[config.mk]
export PLATFORM = sky130hd
export DESIGN_NAME = gps_accum_dump_master
export DESIGN_NICKNAME = d
export VERILOG_FILES = /design/src/rtl/gps_accum_dump_master.sv
export SDC_FILE = /design/constraint.sdc
export NUM_CORES = 1
export LEC_CHECK = 0
export CORE_MARGIN = 2
export CORE_UTILIZATION = 40
export CTS_CLUSTER_DIAMETER = 120
export DETAILED_ROUTE_END_ITERATION = 8
export GPL_ROUTABILITY_DRIVEN = 0
export PLACE_DENSITY = 0.7
export SETUP_SLACK_MARGIN = 0.5
export SLEW_MARGIN = 20
export SYNTH_ARGS = -nofsm -noshare
export SYNTH_HDL_FRONTEND = slang
export SYNTH_SLANG_ARGS = --single-unit
[constraint.sdc]
create_clock -name aclk -period 2.5 [get_ports aclk]
set_input_delay 0.375 -clock aclk [delete_from_list [all_inputs] [get_ports aclk]]
set_output_delay 0.375 -clock aclk [all_outputs]
set_load 0.05 [all_outputs]
[src/rtl/gps_accum_dump_master.sv]
// AXI4-Lite read master: on each accum_int rising edge, reads NUM_WORDS registers from BASE_ADDR
// and streams them out. Define GPS_DUMP_OVERRUN_CNT_EN to add the overrun_cnt/overrun_clr ports.
module gps_accum_dump_master #(
    parameter int                        AXI_ADDR_WIDTH = 32,
    parameter int                        AXI_DATA_WIDTH = 32,
    parameter logic [AXI_ADDR_WIDTH-1:0] BASE_ADDR      = 'h40,
    parameter int                        NUM_WORDS      = 8,
    parameter int                        IDX_W          = 8
) (
    input  logic                      aclk,
    input  logic                      aresetn,
    input  logic                      enable,
    input  logic                      accum_int,
    output logic [AXI_ADDR_WIDTH-1:0] m_axi_araddr,
    output logic                      m_axi_arvalid,
    input  logic                      m_axi_arready,
    input  logic [AXI_DATA_WIDTH-1:0] m_axi_rdata,
    input  logic [1:0]                m_axi_rresp,
    input  logic                      m_axi_rvalid,
    output logic                      m_axi_rready,
    output logic [AXI_DATA_WIDTH-1:0] m_tdata,
    output logic [IDX_W-1:0]          m_tidx,
    output logic                      m_tlast,
    output logic                      m_terr,
    output logic                      m_tvalid,
    input  logic                      m_tready,
`ifdef GPS_DUMP_OVERRUN_CNT_EN
    input  logic                      overrun_clr,
    output logic [15:0]               overrun_cnt,
`endif
    output logic                      busy
);

    typedef enum logic [1:0] {S_IDLE, S_AR, S_R, S_OUT} state_t;

    state_t                    r_state, w_state_nxt;
    logic                      r_accum_q, r_trig, r_pending;
    logic [IDX_W-1:0]          r_idx;
    logic [AXI_ADDR_WIDTH-1:0] r_araddr;
    logic [AXI_DATA_WIDTH-1:0] r_tdata;
    logic [IDX_W-1:0]          r_tidx;
    logic                      r_tlast, r_terr;
    logic                      w_last, w_start, w_r_hs, w_t_hs;

    assign w_last  = (r_idx == IDX_W'(NUM_WORDS - 1));
    assign w_start = (r_state == S_IDLE) && (r_trig || r_pending);
    assign w_r_hs  = (r_state == S_R) && m_axi_rvalid;
    assign w_t_hs  = (r_state == S_OUT) && m_tready;

    always_ff @(posedge aclk or negedge aresetn) begin
        if (!aresetn) r_state <= S_IDLE;
        else          r_state <= w_state_nxt;
    end

    always_comb begin
        w_state_nxt   = r_state;
        m_axi_arvalid = 1'b0;
        m_axi_rready  = 1'b0;
        m_tvalid      = 1'b0;
        case (r_state)
            S_IDLE: if (r_trig || r_pending) w_state_nxt = S_AR;
            S_AR: begin
                m_axi_arvalid = 1'b1;
                if (m_axi_arready) w_state_nxt = S_R;
            end
            S_R: begin
                m_axi_rready = 1'b1;
                if (m_axi_rvalid) w_state_nxt = S_OUT;
            end
            S_OUT: begin
                m_tvalid = 1'b1;
                if (m_tready) w_state_nxt = r_tlast ? S_IDLE : S_AR;
            end
            default: w_state_nxt = S_IDLE;
        endcase
    end

    // Edge detect is registered so the trigger reaches IDLE one cycle later.
    // In IDLE a pending request is consumed; a simultaneous new edge takes its place.
    always_ff @(posedge aclk or negedge aresetn) begin
        if (!aresetn) begin
            r_accum_q <= 1'b0;
            r_trig    <= 1'b0;
            r_pending <= 1'b0;
            r_idx     <= '0;
            r_araddr  <= '0;
            r_tdata   <= '0;
            r_tidx    <= '0;
            r_tlast   <= 1'b0;
            r_terr    <= 1'b0;
        end else begin
            r_accum_q <= accum_int;
            r_trig    <= accum_int & ~r_accum_q & enable;
            r_pending <= (r_state == S_IDLE) ? (r_pending & r_trig) : (r_pending | r_trig);
            if (w_start) begin
                r_idx    <= '0;
                r_araddr <= BASE_ADDR;
            end else if (w_t_hs && !r_tlast) begin
                r_idx    <= r_idx + IDX_W'(1);
                r_araddr <= r_araddr + AXI_ADDR_WIDTH'(4);
            end
            if (w_r_hs) begin
                r_tdata <= m_axi_rdata;
                r_terr  <= |m_axi_rresp;
                r_tidx  <= r_idx;
                r_tlast <= w_last;
            end
        end
    end

    assign m_axi_araddr = r_araddr;
    assign m_tdata      = r_tdata;
    assign m_tidx       = r_tidx;
    assign m_tlast      = r_tlast;
    assign m_terr       = r_terr;
    assign busy         = (r_state != S_IDLE) | r_pending;

`ifdef GPS_DUMP_OVERRUN_CNT_EN
    logic        w_overrun;
    logic [15:0] r_overrun_cnt;

    assign w_overrun = r_trig && r_pending && (r_state != S_IDLE);

    always_ff @(posedge aclk or negedge aresetn) begin
        if (!aresetn)                                    r_overrun_cnt <= '0;
        else if (overrun_clr)                            r_overrun_cnt <= '0;
        else if (w_overrun && r_overrun_cnt != 16'hFFFF) r_overrun_cnt <= r_overrun_cnt + 16'd1;
    end

    assign overrun_cnt = r_overrun_cnt;
`endif

endmodule

==> Word level (Yosys, flattened, before mapping) <==
Cells that the tools add are included.
{ "word_totals": {"register_bits": 87, "latch_bits": 0, "ramBits": 0, "mem_bits_ro": 0, "inputBits": 41, "out_inout_bits": 78, "wordCells": 51, "n_memories": 0} }
{ "op_classes": {"addsub": 2, "n_mul": 0, "n_div": 0, "order_cmp": 0, "n_eq_ne": 8, "n_shift": 0, "muxes": 14, "bitwise": 6, "n_reduce_logical": 11} }
{ "ops": {"columns": ["operator", "n"], "rows": [
  ["$mux 32", 2],
  ["$add 32x3->32 const B", 1],
  ["$mux 8", 2],
  ["$add 8x1->8 const B", 1],
  ["$eq 8x3->1 const B", 1],
  ["$mux 2", 4],
  ["$pmux 2 s4", 1],
  ["$ne 2x2->1 const B", 3],
  ["$mux 1", 5],
  ["$eq 2x2->1 const B", 2],
  ["$logic_and 1x1->1", 4],
  ["$reduce_and 4->1", 1],
  ["$reduce_bool 2->1", 2],
  ["$and 1x1->1", 3],
  ["$eq 2x1->1 const B", 1],
  ["$logic_not 2->1", 1],
  ["$ne 2x1->1 const B", 1],
  ["$or 1x1->1", 2],
  ["$reduce_or 2->1", 1],
  ["$logic_not 1->1", 1],
  ["$logic_or 1x1->1", 1],
  ["$not 1->1", 1]
]} }

==> Longest topological paths before layout <==
Gate-level depths: netlist (run 1).
{ "logic_depth": {"word_depth": 5, "ltp_mapped": 7, "ltp_nobuf": 6} }

==> Worst setup path before layout (run 1) <==
No wires, ideal clock.
{ "synth_path": {"path_type": "register to register", "startpoint": "register r_araddr[7] (netlist: m_axi_araddr[7])", "endpoint": "register r_araddr[27] (netlist: m_axi_araddr[27])", "setup_time_ns": 0.078, "t_arrival_ns": 2.218, "t_required_ns": 2.422, "path_slack_ns": 0.204, "stages_incl_launch_ff": 7, "n_path_buf": 2, "synth_period_minus_slack_ns": 2.296, "cell_sequence": "dfrtp_1 -> buf_4 -> nand3_2 -> or4_4 -> buf_6 -> or4_1 -> a21oi_1"} }
{ "synth_between": {"elab_chain_cells": 3} }
{ "synth_lines": {"columns": ["element", "line_no", "rtl"], "rows": [
  ["from (decl)", "39", "logic [AXI_ADDR_WIDTH-1:0] r_araddr;"],
  ["from (signal assigned)", "100", "r_araddr <= r_araddr + AXI_ADDR_WIDTH'(4);"],
  ["$add 32x3->32", "100", null],
  ["$mux 32", "98", "end else if (w_t_hs && !r_tlast) begin"],
  ["$mux 32", "95", "if (w_start) begin"]
]} }
Every way passes these cells. The select of a mux whose other input is x is not followed.
A chain may end at the register's enable or synchronous reset.

==> Worst setup path in the final report (run 1) <==
{ "layout_path": {"startpoint": "register r_araddr[8] (netlist: m_axi_araddr[8])", "endpoint": "register r_araddr[23] (netlist: m_axi_araddr[23])"} }
Same word-level chain as after synthesis.

==> results of run 1 <==
## worst max-delay path by stage
stage                                            from                           end  slack [ps]  cells after the start
after floorplan           m_axi_araddr[7]$_DFFE_PN0P_  m_axi_araddr[27]$_DFFE_PN0P_         390                      6
after global placement                       m_tready  m_axi_araddr[28]$_DFFE_PN0P_         300                      5
after detailed placement                     m_tready  m_axi_araddr[19]$_DFFE_PN0P_         260                      5
after CTS                      r_state[1]$_DFFE_PN0P_                          busy         440                      4
after global routing      m_axi_araddr[8]$_DFFE_PN0P_  m_axi_araddr[23]$_DFFE_PN0P_         490                      4
final                     m_axi_araddr[8]$_DFFE_PN0P_  m_axi_araddr[23]$_DFFE_PN0P_         560                      4
## worst max-delay path, stage by stage, from the launching register on
cell and delay (ps):
dfrtp_2 480, nand3_4 110, or4_4 630, or4_1 500
a21oi_1 150
## routing by layer
layer | vias to the layer above | wire length (um)
met5 | - | 0
met2 | 135 | 4449
met1 | 1618 | 4046
li1 | 1539 | -
met3 | 10 | 886
met4 | 0 | 94
## state kept, by name, summed over array words and instances, names as in the netlist
register and count:
m_terr 1, r_idx 8, m_tidx 8, r_accum_q 1
m_axi_araddr 30, r_trig 1, r_pending 1, r_state 2
m_tlast 1, m_tdata 32
## timing repair
action	CTS	global route
buffers inserted	0	4
pin swaps	0	1
endpoints found under the setup margin	46	27
gates resized for setup	42	21
## stage by stage
step	util, %	hold slack (ps)	cells	power, mW
4_1_cts	56.64	24.69	606	6.065
3_3_place_gp	54.83	380.8	590	5.097
3_5_place_dp	54.83	382.8	590	5.140
6_report	57.67	23.40	610	6.057
2_1_floorplan	-	79.41	350	4.075
5_1_grt	57.67	56.86	610	6.368
## cells in the final DEF (no fill, tap or decap), types with 4 or more instances in the layout
master | synthesis | layout
nand2_1 | 22 | 21
nand2b_1 | 5 | 5
nand4b_1 | 4 | 4
o21ai_0 | 7 | 7
nor3_1 | 4 | 4
xnor2_1 | 12 | 12
nor2_1 | 20 | 20
inv_1 | 9 | 7
nor4_1 | 5 | 5
mux2_2 | 22 | 22
or3_1 | 8 | 8
nand3_1 | 9 | 8
clkdlybuf4s50_1 | 0 | 81
clkbuf_8 | 0 | 9
nand4_1 | 13 | 13
o31ai_1 | 10 | 10
xor2_1 | 4 | 4
dlymetal6s2s_1 | 0 | 4
dfrtp_2 | 0 | 12
a21oi_1 | 21 | 21
mux2_1 | 17 | 17
or4_1 | 13 | 12
o21ai_1 | 7 | 6
and4_1 | 4 | 4
dfrtp_1 | 85 | 73
dlygate4sd2_1 | 0 | 26
buf_4 | 3 | 11
## final cells by class
class / instances / area share, %
Multi-Input combinational cell: 240 / 32.71
Inverter: 9 / 0.6048
Timing Repair Buffer: 127 / 22.00
Clock buffer: 9 / 2.218
Tap cell: 133 / 2.979
Clock inverter: 7 / 1.142
Sequential cell: 85 / 38.35
## cell families (layout without fill, tap and decap cells)
group	count (synthesis)	after routing	synth area share [%]
mux	39	39	11.13
fa+ha+maj	7	7	2.219
xor+xnor	16	16	3.551
buf+inv	25	152	2.917
compound gates	61	61	9.797
other cells	1	2	0.09503
flops	85	85	53.90
simple gates	115	115	16.39
## power by group through the flow
stage | logic [mW] | clock network [mW] | registers (mW)
after detailed placement | 3.07 | 0 | 2.07
final | 3.07 | 0.923 | 2.06
after floorplan | 0.849 | 0 | 3.23
after CTS | 3.05 | 0.957 | 2.06
after global routing | 3.24 | 1.01 | 2.12
after global placement | 3.04 | 0 | 2.06
==> results by group, run 1 <==
GRT
  – Routing usage on met3: 7.325%
  – GRT Residual Overflow: 0
  – Global Route Usage Sum: 18.52%
  – Antenna violations before repair: 0
  – Vias in the first global route: 3,120
  – Layer with the highest usage: met2
  – Largest net degree at the start of global routing: 48
  – First-pass GRT wire length: 15,340 um
  – M1 GR Usage: 24.60%
  – GRT met2 Usage: about 28%

Critical path
  – Reg2Reg Launch Point: m_axi_araddr[8]$_DFFE_PN0P_
  – CP arrival: roughly 2200 ps
  – Worst R2R End: m_axi_araddr[23]$_DFFE_PN0P_
  – Depth of the worst register-to-register path: 4
  – CP Class: register to register
  – Req. time, crit path: about 2800 ps
  – Register-to-register setup slack: 560 ps
  – CP endpoint kind: register
  – Startpoint types: register
  – Worst-path fanout max: 12

Yosys
  – Share of flip-flops with an asynchronous set or reset: 100.0%
  – Area contributors post-synth: dfrtp_1 (54%), mux2_2 (6.3%), mux2_1 (4.9%)
  – Synth top cells by count: dfrtp_1 (85), mux2_2 (22), nand2_1 (22), a21oi_1 (21), nor2_1 (20)
  – Sequential-to-total area share from yosys stat: roughly 54%
  – Synth warn: 0
  – #FFs+latches synth: 85
  – Synth unique cells: 43
  – Most frequent cell after synthesis: dfrtp_1
  – Mapped Avg Cell Area: 11.31 um^2
  – Synth area leader: dfrtp_1
  – Post-Syn Instances: 349
  – Post-synth top area share: 53.90%
  – Cell Area, Synth: roughly 3900 um^2
  – Post-synth EDFFs: 0
  – Ys flop type: dfrtp_1

STA
  – Setup_tns: 0 ps
  – RSZ-0062 raised after global routing: yes
  – Final hold violations: 0
  – Final max-slew violation count: 0
  – Endpoints failing setup: 0
  – Period utilization: 77.79%
  – Slew @ Worst Pin: 643.5 ps
  – Final WS setup: between 500 and 600 ps
  – Final min period: 1945 ps
  – Layout Skew: 11.92 ps
  – Achievable Freq: 514.2 MHz
  – Slew margin rel.: 56.70%

Job
  – Max cap viols: 0

Drt
  – DR WL/cell: 15.54 um
  – Via Count: 3,302
  – DRT iter0 DRCs: 141
  – Routed WL: 9477 um
  – DR DRC count: 0
  – Antenna Violating Nets Remaining: 0
  – 1st-pass router iterations: 4
  – Avg Vias per Cell: 5.413

Pwr
  – Max IR drop VDD: 828.3 uV
  – P_leak: between 2 and 2.5 nW
  – Internal: 3.249 mW
  – Sequential share of power: between 30% and 40%
  – Pwr/cell area: 1084 nW/um^2
  – Switching share of power: 46.35%
  – NetSw: between 2 and 3 mW
  – Gate power share: 50.8%
  – Clk pwr share: 15.2%

Final layout
  – Filler cell count: 852
  – Nets@finish: 520
  – Post-route cell area: roughly 5600 um^2
  – Antenna Cells: 0
  – Layout cells sized above 1: about 17%
  – Area Growth Syn to Fin: 41.53%
  – FF+latch area: about 2100 um^2
  – Multi-input logic area: around 1800 um^2

Die
  – Core area: 9684 um^2
  – Rows: 36
  – Die X: 103.3 um
  – Die Ht: 103.3 um
  – Starting Density: between 40% and 50%
  – I/O pin count: 119
  – Die area: between 10,000 and 15,000 um^2

Placement
  – PortBufs: 116
  – Placed wire-length estimate: 6767 um
  – Post-DP Area: 5310 um^2
  – Pre-CTS setup slack: about 260 ps

Clocking
  – H-tree depth: 3
  – Cts-stage hold buffer count: 0
  – CTS tree: yes
  – Clk_lat worst skew: ~360 ps
  – Clock Pin Slew Worst Setup and Hold Paths: 100 ps
  – Clock sink count: 85
  – Root Buffer: clkbuf_8
  – Clock Tree Buf Depth: 2
  – CTS Buf Count: 9

Min path
  – Hold WC Path Type: input port to asynchronous set/reset pin

Status
  – Status: complete, no violations
(Power assumes the default switching activity.)
==> run 2: changes to the inputs <==
==> constraint.sdc (replaced) <==
create_clock -name aclk -period 1.95 [get_ports aclk]
set_input_delay 0.2925 -clock aclk [delete_from_list [all_inputs] [get_ports aclk]]
set_output_delay 0.2925 -clock aclk [all_outputs]
set_load 0.05 [all_outputs]
==> run 2 against run 1 <==
Critical path depth is the same. Clock power grew 39%. Sequential power grew 29%. Die area is the same. Register-to-register slack lost 480 ps. Combinational power grew 77%. Largest cell class is now multi-input combinational cells.
==> results by group, run 2 (synthesis results as in run 1) <==
GRT
  – Vias in the first global route: between 3,000 and 4,000
  – Largest net degree at the start of global routing: 40
  – Antenna violations before repair: 0
  – GRT Residual Overflow: 0
  – First-pass GRT wire length: 18,060 um
  – Global Route Usage Sum: around 22%

Critical path
  – Worst-path cell with the longest stage delay: or4_4
  – Worst R2R End: m_axi_araddr[27]$_DFFE_PN0P_
  – Sum of buffers and inverters on the critical path: 0
  – Worst path top cell family by delay: simple AND/OR/NAND/NOR gates
  – CP endpoint kind: register
  – Worst-path fanout max: 6
  – Depth of the worst register-to-register path: 4
  – CP arrival: 2160 ps
  – CP cell instances: nand3_4, or4_4, or4_4, a21oi_2
  – Reg2Reg Launch Point: m_axi_araddr[8]$_DFFE_PN0P_
  – Slowest Stage Delay on Critical Path: roughly 630 ps
  – CP Class: register to register
  – Startpoint types: register
  – Register-to-register setup slack: slightly below 80 ps
  – Req. time, crit path: 2240 ps
  – CP most frequent cell: or4_4

Drt
  – Via Count: 3,784
  – DR WL/cell: 18.48 um
  – 1st-pass router iterations: 4
  – Routed WL: 12,770 um
  – DR DRC count: 0
  – DRT iter0 DRCs: 190
  – Antenna Violating Nets Remaining: 0
  – Avg Vias per Cell: 5.476

Pwr
  – NetSw: 4.171 mW
  – P_leak: around 3.0 nW
  – Clk pwr share: approximately 14%
  – Internal: 5.203 mW
  – Sequential share of power: 28.3%
  – PnR Total Power: 9.375 mW
  – Max IR drop VDD: 838.0 uV
  – Switching share of power: 44.49%
  – Gate power share: 58.0%
  – Pwr/cell area: approximately 1300 nW/um^2

STA
  – Hold WS: 382.0 ps
  – Slew margin rel.: 43.66%
  – Final WS setup: 79.29 ps
  – Layout Skew: 13.16 ps
  – Endpoints failing setup: 0
  – Final min period: 1871 ps
  – Final max-slew violation count: 0
  – RSZ-0062 raised after global routing: yes
  – Slew @ Worst Pin: 845.1 ps
  – Achievable Freq: ~530 MHz
  – Final hold violations: 0
  – Period utilization: 95.93%

Die
  – Rows: 36
  – Core area: 9684 um^2
  – Starting Density: 40.75%
  – Die area: 10,680 um^2
  – I/O pin count: 119
  – Die Ht: around 100 um
  – Die X: 103.3 um

Clocking
  – Clock Pin Slew Worst Setup and Hold Paths: 90 ps
  – CTS tree: yes
  – Clk_lat worst skew: 370 ps
  – Clock Tree Buf Depth: 2
  – CTS Buf Count: 9
  – Clock sink count: 85
  – H-tree depth: 3
  – Root Buffer: clkbuf_8

Final layout
  – Nets@finish: 601
  – FF+latch area: 2160 um^2
  – Layout cells sized above 1: between 50 and 60%
  – Multi-input logic area: roughly 2500 um^2
  – Area Growth Syn to Fin: 77.14%
  – Antenna Cells: 0
  – Max FFs per register: 32
  – Most common cell after layout, fill and taps aside: dfrtp_1
  – Most frequent cells in the layout: dfrtp_1 (59), buf_4 (51), clkdlybuf4s15_2 (42), buf_6 (40), clkdlybuf4s50_1 (38)
  – Filler cell count: 664
  – Cell Count, Final, Fillers Out: between 600 and 700

Placement
  – Placed wire-length estimate: 7426 um
  – Dpl cells: ~620
  – PortBufs: approximately 120
  – Pre-CTS setup slack: -141.5 ps

Min path
  – Hold_sp: accum_int
  – Worst hold endpoint: r_accum_q$_DFF_PN0_
  – Hold WC Path Type: input port to register
  – Hold Path Cell Cnt: 1

Job
  – Max cap viols: 0

Status
  – Status: complete, no violations
[run 2: cell types whose count changed in the layout (fill, tap and decap cells not counted), sizes merged, moves of 2 or more]
cell	change
clkinvlp	-2
dlygate4sd2	-26
clkbuf	+2
clkdlybuf4s15	+39
clkdlybuf4s50	-43
nand2	+7
buf	+103
dlymetal6s2s	-4
clkinv	+5
inv	-4
[run 2: area by class of cell]
| type | instances | area share [%] |
|---|---|---|
| Inverter | 9 | 0.5191 |
| Clock buffer | 9 | 1.772 |
| Timing Repair Buffer | 199 | 28.14 |
| Sequential cell | 85 | 30.89 |
| Clock inverter | 7 | 1.074 |
| Multi-Input combinational cell | 249 | 35.22 |
| Tap cell | 133 | 2.381 |
[run 2: power groups by stage]
stage	Clock, mW	Combinational, mW	Sequential [mW]
after floorplan	0	1.50	4.15
after global placement	0	4.35	2.62
after detailed placement	0	4.40	2.66
after CTS	1.30	4.98	2.63
after global routing	1.38	5.69	2.71
final	1.28	5.44	2.65
[run 2: what timing repair did]
item                       CTS  global route
resized for setup          322            80
buffers inserted            36            10
setup endpoints to repair  149            99
hold endpoints to repair    37             0
hold buffers                 1             0
pin swaps                   47            33
cloned                       8             1
[run 2: per-layer routing]
layer  routed length (um)  vias up  track usage (%)  share of wire, %
li1                     -     1728                -                 -
met1                 5350     1894            28.50                42
met2                 6484      139            35.91                51
met3                  644       23            3.629               5.0
met4                  294        0            11.34               2.3
met5                    0        -                0                 0
[run 2: worst max path at each step]
stage	from	to	slack, ps	cells after the start
after floorplan	m_axi_araddr[7]$_DFFE_PN0P_	m_axi_araddr[27]$_DFFE_PN0P_	-160	6
after global placement	m_tready	m_axi_araddr[19]$_DFFE_PN0P_	-90	6
after detailed placement	m_tready	m_axi_araddr[19]$_DFFE_PN0P_	-140	6
after CTS	r_state[0]$_DFFE_PN0P_	m_axi_araddr[19]$_DFFE_PN0P_	140	6
after global routing	r_state[0]$_DFFE_PN0P_	m_axi_araddr[27]$_DFFE_PN0P_	30	7
final	m_axi_araddr[8]$_DFFE_PN0P_	m_axi_araddr[27]$_DFFE_PN0P_	80	4
[run 2: metrics by stage]
stage          utilization [%]  TNS, ps  instance area, um^2
3_5_place_dp             59.32    -1251                 5744
5_1_grt                  72.18        0                 6990
3_3_place_gp             59.32   -614.9                 5744
4_1_cts                  68.28        0                 6613
2_1_floorplan                -   -566.2                 4337
6_report                 72.18        0                 6990
